[src/rtl/mem_stage_lsu_if.sv]
// Data-bus bundle between the memory-stage LSU (master) and the data memory (slave).
// One request is held stable until the slave answers with bus_ready.
interface mem_stage_lsu_if;
  logic        bus_req;
  logic        bus_we;
  logic [31:0] bus_addr;
  logic [3:0]  bus_be;
  logic [31:0] bus_wdata;
  logic        bus_ready;
  logic [31:0] bus_rdata;

  modport master (
    output bus_req, bus_we, bus_addr, bus_be, bus_wdata,
    input  bus_ready, bus_rdata
  );

  modport slave (
    input  bus_req, bus_we, bus_addr, bus_be, bus_wdata,
    output bus_ready, bus_rdata
  );
endinterface

[src/rtl/mem_stage_lsu.sv]
// Memory-stage load/store unit: decodes MIPS loads/stores, runs one bus transaction
// per instruction, stalls the pipeline until the response, returns aligned load data.
module mem_stage_lsu #(
  parameter int unsigned TIMEOUT_CYCLES = 255,
  parameter int unsigned CNT_W          = 8
) (
  input  logic                  clk,
  input  logic                  reset,
  input  logic [31:0]           instr_m,
  input  logic [31:0]           addr_m,
  input  logic [31:0]           wdata_m,
  input  logic [4:0]            a3_m,
  output logic                  stall_o,
  mem_stage_lsu_if.master       bus,
  output logic [31:0]           ld_data_o,
  output logic [4:0]            ld_a3_o,
  output logic                  ld_valid_o,
  output logic                  adel_o,
  output logic                  ades_o,
  output logic                  bus_err_o
);

  typedef enum logic [1:0] {IDLE, BUSY, DONE} state_e;
  typedef enum logic [1:0] {SZ_B, SZ_H, SZ_W} size_e;

  localparam bit               TMO_EN   = (TIMEOUT_CYCLES != 0);
  localparam logic [CNT_W-1:0] TMO_LAST = CNT_W'(TMO_EN ? TIMEOUT_CYCLES - 1 : 0);

  state_e            state_q, state_d;
  logic [CNT_W-1:0]  cnt_q, cnt_d;
  logic              bus_req_q, bus_req_d, bus_we_q, bus_we_d;
  logic [31:0]       bus_addr_q, bus_addr_d, bus_wdata_q, bus_wdata_d;
  logic [3:0]        bus_be_q, bus_be_d;
  logic [31:0]       ld_data_q, ld_data_d;
  logic [4:0]        ld_a3_q, ld_a3_d;
  logic              ld_valid_q, ld_valid_d, bus_err_q, bus_err_d;
  size_e             size_q, size_d;
  logic              sext_q, sext_d, load_q, load_d;
  logic [1:0]        off_q, off_d;

  // Opcode decode
  logic  is_load, is_store, dec_sext, misalign, start;
  size_e dec_size;
  logic  unused_instr;

  assign unused_instr = ^instr_m[25:0];

  always_comb begin
    // NOTE: every combinationally assigned signal gets a default first, so no path leaves it unassigned and no latch is inferred.
    is_load  = 1'b0;
    is_store = 1'b0;
    dec_sext = 1'b0;
    dec_size = SZ_W;
    unique case (instr_m[31:26])
      6'h20: begin is_load  = 1'b1; dec_size = SZ_B; dec_sext = 1'b1; end
      6'h21: begin is_load  = 1'b1; dec_size = SZ_H; dec_sext = 1'b1; end
      6'h23: begin is_load  = 1'b1; dec_size = SZ_W; end
      6'h24: begin is_load  = 1'b1; dec_size = SZ_B; end
      6'h25: begin is_load  = 1'b1; dec_size = SZ_H; end
      6'h28: begin is_store = 1'b1; dec_size = SZ_B; end
      6'h29: begin is_store = 1'b1; dec_size = SZ_H; end
      6'h2B: begin is_store = 1'b1; dec_size = SZ_W; end
      default: ;
    endcase
  end

  assign misalign = (dec_size == SZ_W && addr_m[1:0] != 2'b00) ||
                    (dec_size == SZ_H && addr_m[0]);
  assign start    = (is_load || is_store) && !misalign;

  logic timeout_hit;
  assign timeout_hit = TMO_EN && (cnt_q == TMO_LAST);

  // Lane extraction uses the offset captured at issue, not the live address
  logic [7:0]  rd_byte;
  logic [15:0] rd_half;
  assign rd_byte = bus.bus_rdata[{off_q, 3'b000} +: 8];
  assign rd_half = bus.bus_rdata[{off_q[1], 4'b0000} +: 16];

  always_ff @(posedge clk) begin
    // NOTE: sequential state uses non-blocking assignments so every register samples pre-edge values.
    if (reset) begin
      state_q     <= IDLE;
      cnt_q       <= '0;
      bus_req_q   <= 1'b0;
      bus_we_q    <= 1'b0;
      bus_addr_q  <= '0;
      bus_be_q    <= '0;
      bus_wdata_q <= '0;
      ld_data_q   <= '0;
      ld_a3_q     <= '0;
      ld_valid_q  <= 1'b0;
      bus_err_q   <= 1'b0;
      size_q      <= SZ_W;
      sext_q      <= 1'b0;
      load_q      <= 1'b0;
      off_q       <= '0;
    end else begin
      state_q     <= state_d;
      cnt_q       <= cnt_d;
      bus_req_q   <= bus_req_d;
      bus_we_q    <= bus_we_d;
      bus_addr_q  <= bus_addr_d;
      bus_be_q    <= bus_be_d;
      bus_wdata_q <= bus_wdata_d;
      ld_data_q   <= ld_data_d;
      ld_a3_q     <= ld_a3_d;
      ld_valid_q  <= ld_valid_d;
      bus_err_q   <= bus_err_d;
      size_q      <= size_d;
      sext_q      <= sext_d;
      load_q      <= load_d;
      off_q       <= off_d;
    end
  end

  always_comb begin
    state_d = state_q;
    unique case (state_q)
      IDLE:    if (start) state_d = BUSY;
      BUSY:    if (bus.bus_ready || timeout_hit) state_d = DONE;
      DONE:    state_d = IDLE;
      default: state_d = IDLE;
    endcase
  end

  always_comb begin
    stall_o     = 1'b0;
    adel_o      = 1'b0;
    ades_o      = 1'b0;
    cnt_d       = cnt_q;
    bus_req_d   = bus_req_q;
    bus_we_d    = bus_we_q;
    bus_addr_d  = bus_addr_q;
    bus_be_d    = bus_be_q;
    bus_wdata_d = bus_wdata_q;
    ld_data_d   = ld_data_q;
    ld_a3_d     = ld_a3_q;
    ld_valid_d  = 1'b0;
    bus_err_d   = 1'b0;
    size_d      = size_q;
    sext_d      = sext_q;
    load_d      = load_q;
    off_d       = off_q;
    unique case (state_q)
      IDLE: begin
        adel_o = is_load && misalign;
        ades_o = is_store && misalign;
        if (start) begin
          stall_o    = 1'b1;
          bus_req_d  = 1'b1;
          bus_we_d   = is_store;
          bus_addr_d = {addr_m[31:2], 2'b00};
          cnt_d      = '0;
          size_d     = dec_size;
          sext_d     = dec_sext;
          load_d     = is_load;
          off_d      = addr_m[1:0];
          bus_be_d   = 4'b1111;
          bus_wdata_d = wdata_m;
          if (is_store && dec_size == SZ_B) begin
            bus_be_d    = 4'b0001 << addr_m[1:0];
            bus_wdata_d = {4{wdata_m[7:0]}};
          end else if (is_store && dec_size == SZ_H) begin
            bus_be_d    = addr_m[1] ? 4'b1100 : 4'b0011;
            bus_wdata_d = {2{wdata_m[15:0]}};
          end
        end
      end
      BUSY: begin
        stall_o = 1'b1;
        if (bus.bus_ready) begin
          bus_req_d = 1'b0;
          if (load_q) begin
            ld_valid_d = 1'b1;
            ld_a3_d    = a3_m;
            unique case (size_q)
              SZ_B:    ld_data_d = {{24{sext_q & rd_byte[7]}}, rd_byte};
              SZ_H:    ld_data_d = {{16{sext_q & rd_half[15]}}, rd_half};
              default: ld_data_d = bus.bus_rdata;
            endcase
          end
        end else begin
          cnt_d = cnt_q + CNT_W'(1);
          if (timeout_hit) begin
            bus_req_d = 1'b0;
            bus_err_d = 1'b1;
            ld_data_d = '0;
          end
        end
      end
      default: ;
    endcase
  end

  assign bus.bus_req   = bus_req_q;
  assign bus.bus_we    = bus_we_q;
  assign bus.bus_addr  = bus_addr_q;
  assign bus.bus_be    = bus_be_q;
  assign bus.bus_wdata = bus_wdata_q;
  assign ld_data_o     = ld_data_q;
  assign ld_a3_o       = ld_a3_q;
  assign ld_valid_o    = ld_valid_q;
  assign bus_err_o     = bus_err_q;

endmodule

[src/flat_wrapper.sv]
// flat-port wrapper written by rule: the top's interface ports become plain ports
module mem_stage_lsu_flat 
#(
  parameter int unsigned TIMEOUT_CYCLES = 255,
  parameter int unsigned CNT_W          = 8
)
  (clk, reset, instr_m, addr_m, wdata_m, a3_m, stall_o, ld_data_o, ld_a3_o, ld_valid_o, adel_o, ades_o, bus_err_o, bus_bus_req, bus_bus_we, bus_bus_addr, bus_bus_be, bus_bus_wdata, bus_bus_ready, bus_bus_rdata);
  mem_stage_lsu_if bus_i ();
  input  logic clk;
  input  logic reset;
  input  logic [31:0] instr_m;
  input  logic [31:0] addr_m;
  input  logic [31:0] wdata_m;
  input  logic [4:0] a3_m;
  output logic stall_o;
  output logic [31:0] ld_data_o;
  output logic [4:0] ld_a3_o;
  output logic ld_valid_o;
  output logic adel_o;
  output logic ades_o;
  output logic bus_err_o;
  output wire logic [$bits(bus_i.bus_req)-1:0] bus_bus_req;
  output wire logic [$bits(bus_i.bus_we)-1:0] bus_bus_we;
  output wire logic [$bits(bus_i.bus_addr)-1:0] bus_bus_addr;
  output wire logic [$bits(bus_i.bus_be)-1:0] bus_bus_be;
  output wire logic [$bits(bus_i.bus_wdata)-1:0] bus_bus_wdata;
  input wire logic [$bits(bus_i.bus_ready)-1:0] bus_bus_ready;
  input wire logic [$bits(bus_i.bus_rdata)-1:0] bus_bus_rdata;
  assign bus_bus_req = bus_i.bus_req;
  assign bus_bus_we = bus_i.bus_we;
  assign bus_bus_addr = bus_i.bus_addr;
  assign bus_bus_be = bus_i.bus_be;
  assign bus_bus_wdata = bus_i.bus_wdata;
  assign bus_i.bus_ready = bus_bus_ready;
  assign bus_i.bus_rdata = bus_bus_rdata;
  mem_stage_lsu #(.TIMEOUT_CYCLES(TIMEOUT_CYCLES), .CNT_W(CNT_W)) u_core (.clk(clk), .reset(reset), .instr_m(instr_m), .addr_m(addr_m), .wdata_m(wdata_m), .a3_m(a3_m), .stall_o(stall_o), .bus(bus_i), .ld_data_o(ld_data_o), .ld_a3_o(ld_a3_o), .ld_valid_o(ld_valid_o), .adel_o(adel_o), .ades_o(ades_o), .bus_err_o(bus_err_o));
endmodule
[config.mk]
export PLATFORM = sky130hd
export DESIGN_NAME = mem_stage_lsu_flat
export DESIGN_NICKNAME = d
export VERILOG_FILES = /design/src/rtl/mem_stage_lsu_if.sv /design/src/rtl/mem_stage_lsu.sv /design/src/flat_wrapper.sv
export SDC_FILE = /design/constraint.sdc
export NUM_CORES = 1
export LEC_CHECK = 0
export CAP_MARGIN = 20
export CORE_ASPECT_RATIO = 2
export CORE_MARGIN = 2
export CORE_UTILIZATION = 35
export DETAILED_ROUTE_END_ITERATION = 7
export HOLD_SLACK_MARGIN = 0.1
export PLACE_DENSITY_LB_ADDON = 0.08
export SYNTH_ARGS = -nofsm -noshare
export SYNTH_HDL_FRONTEND = slang
export SYNTH_SLANG_ARGS = --single-unit
export TNS_END_PERCENT = 1
[constraint.sdc]
create_clock -name clk -period 2.79 [get_ports clk]
set_clock_uncertainty 0.05 [all_clocks]
set_input_delay 0.837 -clock clk [delete_from_list [all_inputs] [get_ports clk]]
set_output_delay 0.837 -clock clk [all_outputs]
set_load 0.1 [all_outputs]
==> results.py, run 1 <==
metrics = {
    "detailed_routing": {
        "vias_per_cell": 5.44,
        "drt-total-wl_um": 19700,
        "vias": 5578,
        "ant_nets": 0,
        "dr.pass1.iters": 5,
        "drc_errors": 0,
        "drtIter0Drc": 178,
        "post_drt_wl_per_cell_um": 19.2,
    },
    "timing": {
        "fin_ws_ns": -0.308,
        "min_period_over_period_pct": 111,
        "drv_slew": 0,
        "setup_viol": 3,
        "tns_ns": -0.805,
        "fmax_mhz": 323,
        "rsz0062_at_grt": "yes",
        "slew_headroom_pct": 35.5,
        "hold_viol_final": 0,
        "max_slew.worst_pin.slew_ns": 0.967,
        "min_period_ns": 3.10,
    },
    "synth": {
        "ys_warn_count": 0,
        "synth_edf_count": 0,
        "ys.flop_type": "dfxtp_1",
        "yosysTopAreaCellShare_pct": 43.9,
        "synthArstFlopShare_pct": 0,
        "ys_seq_elements": 123,
        "ys_types": 56,
        "avgSynthCellArea_um2": 9.44,
        "syn_area_mm2": 0.00561,
        "synth_area_leader_cell": "dfxtp_1",
        "synth_area_leaders": "dfxtp_1, a21oi_1, mux2i_1",
        "syn_inst": 594,
        "yosysSeqAreaShare_pct": 43.9,
    },
    "run_status": {
        "violations": "setup timing",
        "status": "complete, but fails checks",
    },
    "die": {
        "die_h_um": 183,
        "design.portCount": 248,
        "coreArea_mm2": 0.0157,
        "dieArea_mm2": 0.0171,
        "initial_core_util_pct": 35.7,
        "rows": 65,
        "die_width_um": 93.5,
    },
    "setup_path": {
        "reg2reg_depth": 4,
        "endpoint_kind": "output pin",
        "startpoint_type": "primary input",
        "startpoint": "instr_m[27]",
        "crit_path_end": "stall_o",
        "crit_arrival_ns": 2.21,
        "cp_data_required_time_ns": 1.90,
        "reg2reg_slack_ns": 0.40,
        "rr_endpoint": "u_core.ld_data_o[0]",
        "r2r-start": "u_core.off_q[0]",
        "crit_type": "primary input to output pin",
        "cp_max_fo": 3,
    },
    "cts": {
        "tritoncts": "done",
        "clk_pin_slew_worst_paths_ns": 0.06,
        "clk_latency_ns": 0.42,
        "clock-sinks": 123,
        "numCtsBuffers": 17,
        "htree_levels": 4,
        "ctsHoldBuffers": 0,
        "clock_path_buffers": 2,
        "cts-root-buf": "clkbuf_16",
    },
    "global_route": {
        "grt_antenna_before_repair": 0,
        "grt_pass1_vias": 5764,
        "grt_usage_pct": 22.5,
        "grt_pass1_wl_um": 29900,
        "grt_max_degree": 91,
        "grt_overflow": 0,
    },
    "cells_and_area": {
        "drive_above_1_share_pct": 27.4,
        "area_growth_pct": 52.2,
        "final_cells": 1025,
        "n_antenna_cell": 0,
        "fill_cells": 1407,
        "final_nets": 949,
        "finalInstanceArea_mm2": 0.00854,
    },
    "placed_design": {
        "place_area_mm2": 0.00786,
        "dp_hpwl_um": 14100,
        "dp_cells": 989,
        "port_buffers": 219,
        "place.gp.congestion": 0.818,
    },
    "flow_run": {
        "cap_violations": 0,
    },
    "power_and_ir_drop": {
        "peakVddDrop_mv": 0.449,
        "finalPower_mw": 4.66,
        "cellLeakagePower_nw": 3.28,
        "power_density_mw_per_mm2": 546,
    },
    "worst_hold_path": {
        "hp-class": "flop to flop",
    },
}
-- Yosys cell counts (3+ instances only) --
cell type	instances
dfxtp_1	123
a21oi_1	80
o21ai_0	57
nand3_1	44
mux2i_1	40
clkbuf_1	37
nand2_1	20
a221o_1	17
nor2_1	17
buf_4	12
inv_1	11
a211oi_2	10
o22ai_1	9
o2bb2ai_1	9
mux4_2	8
nand2b_1	8
o2111ai_1	8
a22o_1	7
a2bb2oi_1	7
a211oi_1	6
a311oi_1	4
buf_2	4
buf_6	4
nor3_1	4
nand4_1	3
nor2b_1	3
o32ai_1	3
-- cell usage in the layout (no fill, tap or decap), types with 3 or more instances in the layout --
master,instances
buf_4,140
dfxtp_1,123
clkdlybuf4s50_1,100
a21oi_1,79
o21ai_0,57
nand3_1,44
mux2i_1,40
nand2_1,18
a221o_1,17
clkbuf_16,17
nor2_1,12
inv_1,11
a211oi_2,10
o2bb2ai_1,9
nand2b_1,8
mux4_2,8
o22ai_1,8
o2111ai_1,8
a2bb2oi_1,7
a22o_1,7
a211oi_1,6
clkinvlp_4,6
buf_12,6
buf_6,5
nor2_4,4
nor3_1,4
a311oi_1,4
nor2b_1,3
nand4_1,3
o32ai_1,3
bufinv_16,3
clkinv_4,3
clkinv_2,3
clkdlybuf4s15_1,3
-- sequential cells by signal, indices dropped and copies added, names as in the netlist, 2 cells and up --
name,count
u_core.state_q,2
u_core.bus.bus_addr,30
u_core.ld_a3_o,5
u_core.off_q,2
u_core.cnt_q,8
u_core.bus.bus_wdata,32
u_core.ld_data_o,32
u_core.size_q,2
u_core.bus.bus_be,4
-- critical path, cell delays in order --
cell and delay (ns):
buf_6 0.09, or3b_4 0.43, o31ai_4 0.19, and4b_2 0.30, nor2_4 0.05, nor2_4 0.13, buf_12 0.18
-- routing by layer --
layer	global-route usage [%]	share of wire, %
met1	22.2	35
met2	42.7	55
met3	5.55	6.1
met4	10.8	3.6
met5	0	0
-- worst min path at each step --
| stage | from | endpoint | slack, ns | cells after the start |
|---|---|---|---|---|
| after global placement | u_core.ld_data_o[1] | u_core.ld_data_o[1] | 0.40 | 1 |
| after detailed placement | u_core.ld_data_o[1] | u_core.ld_data_o[1] | 0.40 | 1 |
| final | u_core.ld_data_o[6] | u_core.ld_data_o[6] | 0.41 | 1 |
| after floorplan | u_core.sext_q | u_core.sext_q | 0.41 | 2 |
| after CTS | u_core.ld_data_o[1] | u_core.ld_data_o[1] | 0.42 | 1 |
| after global routing | u_core.ld_data_o[7] | u_core.ld_data_o[7] | 0.44 | 1 |
-- through the flow --
stage	utilization [%]	hold slack, ns	setup WS, ns
2_1_floorplan	-	0.409	-0.601
3_3_place_gp	50.1	0.400	-0.690
3_5_place_dp	50.1	0.399	-0.701
4_1_cts	54.3	0.418	-0.370
5_1_grt	54.4	0.438	-0.374
6_report	54.4	0.415	-0.308
-- cells by family (layout without fill, tap and decap cells) --
group,Yosys count,after routing,share of synthesized area (%)
fa+ha+maj,2,2,0.446
other cells,1,2,0.0669
buf+inv,72,301,6.27
flops,123,123,43.9
compound gates,232,232,27.9
simple gates,116,116,11.1
mux,48,48,10.4
-- final cells by class --
cell class / count / area, um2 / area share, %
clock inverters: 15 / 176 / 2.07
repair buffers: 257 / 2280 / 26.7
multi-input cells: 400 / 2900 / 33.9
inverters: 12 / 45.0 / 0.528
flip-flops and latches: 123 / 2460 / 28.8
clock buffers: 17 / 425 / 4.98
well taps: 201 / 251 / 2.95
-- power breakdown --
| part | switching (mW) | internal [mW] |
|---|---|---|
| clock network | 0.838 | 1.40 |
| logic | 0.372 | 0.261 |
| registers | 0.0133 | 1.78 |
| total | 1.22 | 3.44 |
-- repair_timing --
action | 4_1_cts | 5_1_grt
endpoints found under the setup margin | 76 | 18
pin swaps | 7 | 7
buffers inserted | 3 | 1
resized for setup | 33 | 2
(Power assumes the default switching activity.)
==> inputs of run 2 (changes only) <==
--- a/config.mk
+++ b/config.mk
@@ -9,6 +9,7 @@
 export CORE_ASPECT_RATIO = 2
 export CORE_MARGIN = 2
 export CORE_UTILIZATION = 35
+export CTS_CLUSTER_SIZE = 40
 export DETAILED_ROUTE_END_ITERATION = 7
 export HOLD_SLACK_MARGIN = 0.1
 export PLACE_DENSITY_LB_ADDON = 0.08
==> constraint.sdc (replaced) <==
create_clock -name clk -period 2.8 [get_ports clk]
set_clock_uncertainty 0.05 [all_clocks]
set_input_delay 0.84 -clock clk [delete_from_list [all_inputs] [get_ports clk]]
set_output_delay 0.84 -clock clk [all_outputs]
set_load 0.1 [all_outputs]
==> run 2 against run 1 <==
Largest power group unchanged. Via count rose by 1.1%. Global-route usage fell by 0.051 points. The run still ends with setup timing left. Sequential cell count did not move. Clock power fell by 5%. Count of clock-buffer cells in the layout rose by 6. Critical path type unchanged.
==> results.py, run 2 (synthesis results as in run 1) <==
metrics = {
    "setup_path": {
        "startpoint": "instr_m[30]",
        "cp_max_fo": 3,
        "cp_data_required_time_ns": 1.91,
        "endpoint_kind": "output pin",
        "r2r-start": "u_core.off_q[0]",
        "crit_arrival_ns": 2.18,
        "crit_type": "primary input to output pin",
        "startpoint_type": "primary input",
    },
    "detailed_routing": {
        "drtIter0Drc": 190,
        "ant_nets": 0,
        "post_drt_wl_per_cell_um": 19.2,
        "dr.pass1.iters": 5,
        "drc_errors": 0,
        "vias_per_cell": 5.51,
        "drt-total-wl_um": 19700,
        "vias": 5638,
    },
    "timing": {
        "rsz0062_at_grt": "yes",
        "fmax_mhz": 325,
        "min_period_ns": 3.07,
        "max_slew.worst_pin.slew_ns": 0.977,
        "min_period_over_period_pct": 110,
        "slew_headroom_pct": 34.9,
        "drv_slew": 0,
        "hold_ws_ns": 0.412,
        "fin_ws_ns": -0.274,
        "setup_viol": 3,
        "tns_ns": -0.641,
        "hold_viol_final": 0,
    },
    "placed_design": {
        "port_buffers": 219,
        "dp_cells": 989,
        "place.gp.congestion": 0.818,
        "dp_hpwl_um": 14200,
        "place_area_mm2": 0.00786,
    },
    "die": {
        "coreArea_mm2": 0.0157,
        "design.portCount": 248,
        "initial_core_util_pct": 35.7,
        "dieArea_mm2": 0.0171,
        "die_width_um": 93.5,
        "die_h_um": 183,
        "rows": 65,
    },
    "cts": {
        "clock-sinks": 123,
        "htree_levels": 4,
        "clk_latency_ns": 0.41,
        "cts-root-buf": "clkbuf_16",
        "clk_pin_slew_worst_paths_ns": 0.05,
        "numCtsBuffers": 17,
        "tritoncts": "done",
        "ctsHoldBuffers": 0,
        "clock_path_buffers": 2,
    },
    "cells_and_area": {
        "post-route-util_pct": 54.0,
        "finalInstanceArea_mm2": 0.00848,
        "final_nets": 947,
        "area_growth_pct": 51.2,
        "final_cell_mix": "buf_4, dfxtp_1, clkdlybuf4s50_1, a21oi_1, o21ai_0",
        "final_cells": 1023,
        "mostFrequentLayoutCell": "buf_4",
        "drive_above_1_share_pct": 27.0,
    },
    "power_and_ir_drop": {
        "cellLeakagePower_nw": 3.28,
        "power_density_mw_per_mm2": 536,
        "peakVddDrop_mv": 0.426,
    },
    "run_status": {
        "status": "complete, but fails checks",
        "violations": "setup timing",
    },
    "worst_hold_path": {
        "hp-class": "flop to flop",
        "min-delay-start": "u_core.ld_data_o[1]",
    },
    "global_route": {
        "grt_overflow": 0,
        "grt_pass1_wl_um": 29800,
        "grt_use_met1_pct": 21.7,
        "use_met2_pct": 41.1,
        "grt_max_degree": 91,
        "grt_busiest_layer": "met2",
        "grt_antenna_before_repair": 1,
        "met3_usage_pct": 5.26,
        "grt_usage_pct": 22.5,
        "grt_pass1_vias": 5733,
    },
    "flow_run": {
        "cap_violations": 0,
    },
}
run 2: cell count changes in the layout (fill, tap and decap cells not counted), moves of 2 or more:
cell / before / now
clkbuf_1: 0 / 3
clkinv_4: 3 / 0
clkbuf_8: 0 / 3
clkinv_2: 3 / 5
clkinvlp_4: 6 / 1
clkdlybuf4s15_1: 3 / 0
dlygate4sd2_1: 2 / 4
buf_6: 5 / 2
run 2: path summary, 6_finish.rpt:
| check | slack, ns | endpoint | cells past startpoint |
|---|---|---|---|
| max | -0.27 | stall_o | 7 |
| min | 0.41 | u_core.ld_data_o[1] | 1 |
| max reg2reg | 0.45 | u_core.ld_data_o[0] | 4 |
| min reg2reg | 0.41 | u_core.ld_data_o[1] | 1 |
run 2: timing repair:
action,in CTS,in global routing
gates resized for setup,28,6
buffers inserted,1,1
setup endpoints to repair,76,12
pin swaps,8,5
run 2: routing by layer:
metal	routed length (um)	up-vias
li1	-	2676
met1	6790	2700
met2	10600	207
met3	1130	55
met4	1130	0
met5	0	-
run 2: critical path: stages:
cell and delay, ns:
buf_6 0.09, or3b_4 0.42, o31ai_4 0.19, and4b_2 0.30
nor2_4 0.06, nor2_4 0.10, buf_12 0.18
run 2: area by class of cell:
cell class | instances | area (um2)
clock buffers | 23 | 478
diodes | 1 | 2.50
repair buffers | 255 | 2240
multi-input cells | 400 | 2900
flip-flops and latches | 123 | 2460
well taps | 201 | 251
fillers | 1432 | 7220
inverters | 12 | 45.0
clock inverters | 8 | 92.6
run 2: where the power goes:
group          leakage, nW  switching (mW)  internal [mW]
Clock                0.283           0.768           1.37
Sequential           0.993          0.0133           1.77
Combinational         2.00           0.371          0.256
Total                 3.28            1.15           3.40
run 2: per-stage QoR:
step	total power [mW]	setup slack [ns]
after floorplan	2.16	-0.597
after detailed placement	2.44	-0.691
after CTS	4.60	-0.351
final	4.55	-0.274
after global placement	2.44	-0.684
after global routing	4.71	-0.328
